$ cat src/rtl/carrack_wb_pkg.sv
// Shared types and constants for the Carrack Wishbone classic initiator.
package carrack_wb_pkg;

   typedef enum logic [1:0] {
      IDLE = 2'd0,
      BUS  = 2'd1,
      RESP = 2'd2
   } state_t;

   localparam int unsigned DEF_ADDR_W    = 32;
   localparam int unsigned DEF_DATA_W    = 32;
   localparam int unsigned ERR_COUNT_W   = 8;
   localparam int unsigned ERR_COUNT_MAX = 255;

endpackage : carrack_wb_pkg

$ cat src/rtl/carrack_wb_initiator.sv
// Wishbone classic initiator: one single-beat bus cycle per command, with a
// programmable ack timeout, abort, and a saturating error counter.
module carrack_wb_initiator
   import carrack_wb_pkg::*;
#(
   parameter int unsigned ADDR_W    = DEF_ADDR_W,
   parameter int unsigned DATA_W    = DEF_DATA_W,
   parameter int unsigned TIMEOUT_W = 8
) (
   input  logic                   clk,
   input  logic                   rst_n,
   input  logic                   cmd_valid,
   output logic                   cmd_ready,
   input  logic                   cmd_we,
   input  logic [ADDR_W-1:0]      cmd_addr,
   input  logic [DATA_W-1:0]      cmd_wdata,
   input  logic [DATA_W/8-1:0]    cmd_sel,
   output logic                   resp_valid,
   input  logic                   resp_ready,
   output logic [DATA_W-1:0]      resp_rdata,
   output logic                   resp_err,
   input  logic                   abort,
   input  logic [TIMEOUT_W-1:0]   timeout_cycles,
   output logic [ERR_COUNT_W-1:0] err_count,
   output logic                   wbm_cyc_o,
   output logic                   wbm_stb_o,
   output logic                   wbm_we_o,
   output logic [ADDR_W-1:0]      wbm_adr_o,
   output logic [DATA_W-1:0]      wbm_dat_o,
   output logic [DATA_W/8-1:0]    wbm_sel_o,
   input  logic [DATA_W-1:0]      wbm_dat_i,
   input  logic                   wbm_ack_i
);

   localparam int unsigned SEL_W = DATA_W / 8;

   state_t                 state, state_d;
   logic [TIMEOUT_W-1:0]   wait_cnt, wait_cnt_d;
   logic                   cmd_ready_d;
   logic                   resp_valid_d;
   logic [DATA_W-1:0]      resp_rdata_d;
   logic                   resp_err_d;
   logic [ERR_COUNT_W-1:0] err_count_d;
   logic                   cyc_d;
   logic                   we_d;
   logic [ADDR_W-1:0]      adr_d;
   logic [DATA_W-1:0]      dat_d;
   logic [SEL_W-1:0]       sel_d;
   logic                   timeout_hit;

   // Timeout fires on the last allowed cycle; a zero setting disables it.
   assign timeout_hit = (timeout_cycles != '0) &&
                        (wait_cnt == TIMEOUT_W'(timeout_cycles - TIMEOUT_W'(1)));

   // State and all output registers.
   always_ff @(posedge clk or negedge rst_n) begin
      if (!rst_n) begin
         state      <= IDLE;
         wait_cnt   <= '0;
         cmd_ready  <= 1'b0;
         resp_valid <= 1'b0;
         resp_rdata <= '0;
         resp_err   <= 1'b0;
         err_count  <= '0;
         wbm_cyc_o  <= 1'b0;
         wbm_stb_o  <= 1'b0;
         wbm_we_o   <= 1'b0;
         wbm_adr_o  <= '0;
         wbm_dat_o  <= '0;
         wbm_sel_o  <= '0;
      end else begin
         state      <= state_d;
         wait_cnt   <= wait_cnt_d;
         cmd_ready  <= cmd_ready_d;
         resp_valid <= resp_valid_d;
         resp_rdata <= resp_rdata_d;
         resp_err   <= resp_err_d;
         err_count  <= err_count_d;
         wbm_cyc_o  <= cyc_d;
         wbm_stb_o  <= cyc_d;
         wbm_we_o   <= we_d;
         wbm_adr_o  <= adr_d;
         wbm_dat_o  <= dat_d;
         wbm_sel_o  <= sel_d;
      end
   end

   // Next-state and next-output logic.
   always_comb begin
      state_d      = state;
      wait_cnt_d   = wait_cnt;
      cmd_ready_d  = 1'b0;
      resp_valid_d = resp_valid;
      resp_rdata_d = resp_rdata;
      resp_err_d   = resp_err;
      err_count_d  = err_count;
      cyc_d        = wbm_cyc_o;
      we_d         = wbm_we_o;
      adr_d        = wbm_adr_o;
      dat_d        = wbm_dat_o;
      sel_d        = wbm_sel_o;

      unique case (state)
         IDLE: begin
            cmd_ready_d = 1'b1;
            if (cmd_valid && cmd_ready) begin
               cmd_ready_d = 1'b0;
               we_d        = cmd_we;
               adr_d       = cmd_addr;
               dat_d       = cmd_wdata;
               sel_d       = cmd_sel;
               wait_cnt_d  = '0;
               cyc_d       = 1'b1;
               state_d     = BUS;
            end
         end

         BUS: begin
            if (wbm_ack_i) begin
               cyc_d        = 1'b0;
               resp_valid_d = 1'b1;
               resp_rdata_d = wbm_we_o ? '0 : wbm_dat_i;
               resp_err_d   = 1'b0;
               state_d      = RESP;
            end else if (abort || timeout_hit) begin
               cyc_d        = 1'b0;
               resp_valid_d = 1'b1;
               resp_rdata_d = '0;
               resp_err_d   = 1'b1;
               state_d      = RESP;
               if (err_count != ERR_COUNT_W'(ERR_COUNT_MAX)) begin
                  err_count_d = err_count + ERR_COUNT_W'(1);
               end
            end else begin
               wait_cnt_d = wait_cnt + TIMEOUT_W'(1);
            end
         end

         RESP: begin
            if (resp_ready) begin
               resp_valid_d = 1'b0;
               cmd_ready_d  = 1'b1;
               state_d      = IDLE;
            end
         end

         default: begin
            state_d = IDLE;
         end
      endcase
   end

endmodule : carrack_wb_initiator

$ cat config.mk
export PLATFORM = sky130hd
export DESIGN_NAME = carrack_wb_initiator
export DESIGN_NICKNAME = d
export VERILOG_FILES = /design/src/rtl/carrack_wb_pkg.sv /design/src/rtl/carrack_wb_initiator.sv
export SDC_FILE = /design/constraint.sdc
export NUM_CORES = 1
export LEC_CHECK = 0
export ABC_CLOCK_PERIOD_IN_PS = 5900
export CORE_UTILIZATION = 45
export CTS_CLUSTER_DIAMETER = 40
export DETAILED_ROUTE_END_ITERATION = 16
export PLACE_DENSITY = 0.94
export SYNTH_ARGS = -nofsm -noshare
export SYNTH_HDL_FRONTEND = slang
export SYNTH_SLANG_ARGS = --single-unit
$ cat constraint.sdc
create_clock -name clk -period 5.9 [get_ports clk]
set_input_delay 1.18 -clock clk [delete_from_list [all_inputs] [get_ports clk]]
set_output_delay 1.18 -clock clk [all_outputs]
set_load 0.02 [all_outputs]
==> results.sh <==
export IMPL_grt_max_degree=81
export IMPL_dr_total_vias=3979
export IMPL_ys_types=43
export IMPL_yosysTopAreaCell="dfrtp_1"
export IMPL_ctsHoldBuffers=0
export IMPL_arrival_ns=4.03
export IMPL_hold_path_depth=1
export IMPL_crit_chain="clkdlybuf4s50_1 -> inv_1 -> ha_1 -> nor3b_1 -> xnor2_1 -> nor4_1 -> o211a_1 -> o31ai_4 -> buf_4 -> a22o_2"
export IMPL_num_fill_cells=709
export IMPL_combPwrFrac=0.430
export IMPL_power_density_mw_per_mm2=540.5
export IMPL_ys_top_cells_by_count="dfrtp_1 (123), mux2_2 (70), a22o_1 (18)"
export IMPL_path_clk_slew_ns=0.05
export IMPL_ys_ff_latch=123
export IMPL_rrSetupSlack_ns=3.46
export IMPL_clockRootBuffer="clkbuf_8"
export IMPL_drt_total_wl_um=14410
export IMPL_cts_tree="yes"
export IMPL_drtAntennaViolNets=0
export IMPL_slew_headroom=0.1639
export IMPL_reg2reg_from="wait_cnt[6]"
export IMPL_grt_ovfl_total=0
export IMPL_finalCriticalPeriod_ns=3.632
export IMPL_max_freq_mhz=275.3
export IMPL_post_cts_buffers=0
export IMPL_seq_area_frac_synth=0.6130
export IMPL_htreeDepth=4
export IMPL_tns_ns=0
export IMPL_die_y_um=107.6
export IMPL_ir_worst_vdd_v=0.0004268
export IMPL_cp_start_kind="input pin"
export IMPL_netSwitchingFraction=0.3335
export IMPL_nets=706
export IMPL_crit_type="input pin to flip-flop"
export IMPL_cts_made_buffers=17
export IMPL_viasPerCell=5.384
export IMPL_start_util=0.4632
export IMPL_synth_area_per_cell_um2=14.18
export IMPL_synth_top_area_share=0.6130
export IMPL_first_iter_violations=246
export IMPL_regArea_mm2=0.003078
export IMPL_dieArea_mm2=0.01158
export IMPL_synthCells=354
export IMPL_diodes=0
export IMPL_synth_most_common_cell="dfrtp_1"
export IMPL_ff2ff_path_depth=6
export IMPL_p_leak_uw=0.003381
export IMPL_clockBufferDepth=2
export IMPL_p_sw_uw=1446
export IMPL_placementRows=38
export IMPL_drive_gt1_frac=0.2037
export IMPL_endpoint_kind="flip-flop"
export IMPL_placed_area_mm2=0.007415
export IMPL_hold_viol=0
export IMPL_setup_viol_count_final=0
export IMPL_antenna_found_initial=0
export IMPL_period_share=0.6156
export IMPL_worst_pin_slew_ns=1.253
export IMPL_synth_edf_count=0
export IMPL_multi_input_area_mm2=0.001837
export IMPL_clk_latency_ns=0.52
export IMPL_worst_ep_required_time_ns=6.30
export IMPL_synth_area_leaders="dfrtp_1 (61%), mux2_2 (16%), a22o_1 (3.1%)"
export IMPL_ys_async_sr_fraction=1.000
export IMPL_synthesis_nets=472
export IMPL_hp_class="flip-flop to flip-flop"
export IMPL_grt_pass1_wl_um=22140
export IMPL_drv_cap=0
export IMPL_coreArea_mm2=0.01084
export IMPL_cpPeakStageDelay_ns=0.59
export IMPL_grt_pass1_vias=4240
export IMPL_gp_congestion=0.8802
export IMPL_ys_flop_type="dfrtp_1"
export IMPL_post_route_drc_count=0
export IMPL_finalInstanceArea_mm2=0.008020
export IMPL_rsz0062_at_grt="false"
export IMPL_status="finished, final reports clean"
export IMPL_ios=229
export IMPL_synth_area_mm2=0.005021
export IMPL_hp_start="err_count[6]"
export IMPL_grt_usage=0.2581
export IMPL_synth_warnings=0
export IMPL_holdPathEnd="err_count[6]"
export IMPL_cell_internal_pwr_uw=2889
export IMPL_clock_sinks=123
export IMPL_io_buffers=228
export IMPL_worstReg2RegEnd="wait_cnt[0]"
export IMPL_syn2layout_area_growth_pct=59.73
export IMPL_cp_slowest_cell="o211a_1"
export IMPL_worst_path_max_fanout=35
export IMPL_die_x_um=107.6
export IMPL_drt_wirelength_per_cell_um=19.49
export IMPL_drv_slew=0
export IMPL_seq_power_share=0.324
export IMPL_dr_pass1_iters=4
export IMPL_cts_repair_resized=0
export IMPL_clockPowerShare=0.246
export IMPL_clock_skew_ns=0.004932
export IMPL_hpwl_um=9841
-- critical path: cells and delay by family --
family | cells | cell delay, ns
AO/OA/AOI/OAI | 3 | 0.94
buffers and inverters | 3 | 0.84
AND/OR/NAND/NOR | 2 | 0.73
adder cells (fa/ha/maj) | 1 | 0.19
XOR/XNOR | 1 | 0.13
-- flip-flops by register name (all words and copies together) (netlist names) --
register	flops
resp_rdata	32
wbm_adr_o	32
wbm_dat_o	32
err_count	8
wait_cnt	8
wbm_sel_o	4
state	2
cmd_ready	1
resp_err	1
resp_valid	1
wbm_stb_o	1
wbm_we_o	1
-- cell type report --
class / count / area share
sequential: 123 / 0.3838
timing repair buffer: 232 / 0.2880
multi-input combinational: 210 / 0.2290
clock buffer: 23 / 0.05819
tap: 140 / 0.02184
clock inverter: 7 / 0.01732
inverter: 4 / 0.001872
-- cell usage in the layout, fill, tap and decap left out, drive strengths merged, types with 4 or more instances in the layout --
master and n:
dfrtp 123, bufinv 4, nor3 4, nor2 8, nand2b 5, a22o 32
nand2 7, clkbuf 23, inv 4, o21ai 7, mux2 70, a21oi 5
o211ai 5, or3 6, and3 8, clkdlybuf4s50 227, buf 5, xnor2 14
-- logic make-up (layout without fill, tap and decap cells) --
logic type,count (synthesis),after routing,share of synthesized area
AO/OA/AOI/OAI,69,69,0.1139
buffers and inverters,21,266,0.02267
adder cells (fa/ha/maj),3,3,0.007477
XOR/XNOR,16,16,0.02791
flip-flops,123,123,0.6130
AND/OR/NAND/NOR,51,51,0.05607
multiplexers,71,71,0.1590
-- power by group through the flow --
stage	Clock [uW]	Sequential, uW	Combinational, uW
3_3_place_gp	0	1380	1810
3_5_place_dp	0	1410	1860
2_1_floorplan	0	1780	570
4_1_cts	1090	1410	1880
6_report	1070	1410	1860
5_1_grt	1120	1450	1960
-- through the flow --
| step | setup slack [ns] | std cells | hold WS [ns] | power, uW | utilization |
|---|---|---|---|---|---|
| 2_1_floorplan | 2.750 | 354 | 0.4888 | 2351 | - |
| 3_3_place_gp | 1.989 | 709 | 0.4818 | 3197 | 0.6840 |
| 3_5_place_dp | 1.797 | 709 | 0.4831 | 3266 | 0.6840 |
| 5_1_grt | 2.117 | 739 | 0.5160 | 4530 | 0.7398 |
| 4_1_cts | 2.334 | 739 | 0.4957 | 4371 | 0.7398 |
| 6_report | 2.268 | 739 | 0.4965 | 4335 | 0.7398 |
-- how the worst max path moves through the flow --
stage | startpoint | endpoint
after global routing | timeout_cycles[0] | wait_cnt[0]
after detailed placement | timeout_cycles[0] | resp_rdata[27]
final | timeout_cycles[0] | resp_rdata[29]
after global placement | timeout_cycles[0] | resp_rdata[7]
after floorplan | timeout_cycles[1] | err_count[1]
after CTS | timeout_cycles[0] | resp_rdata[29]
-- routing by layer --
layer  track usage  up-vias  part of all wire
met1        0.2728     1984              0.35
met5             0        -                 0
met2        0.4437      184              0.53
met3        0.1071       36             0.084
li1              -     1775                 -
met4        0.1223        0             0.031
No activity file was read; power rests on OpenSTA's default activity.
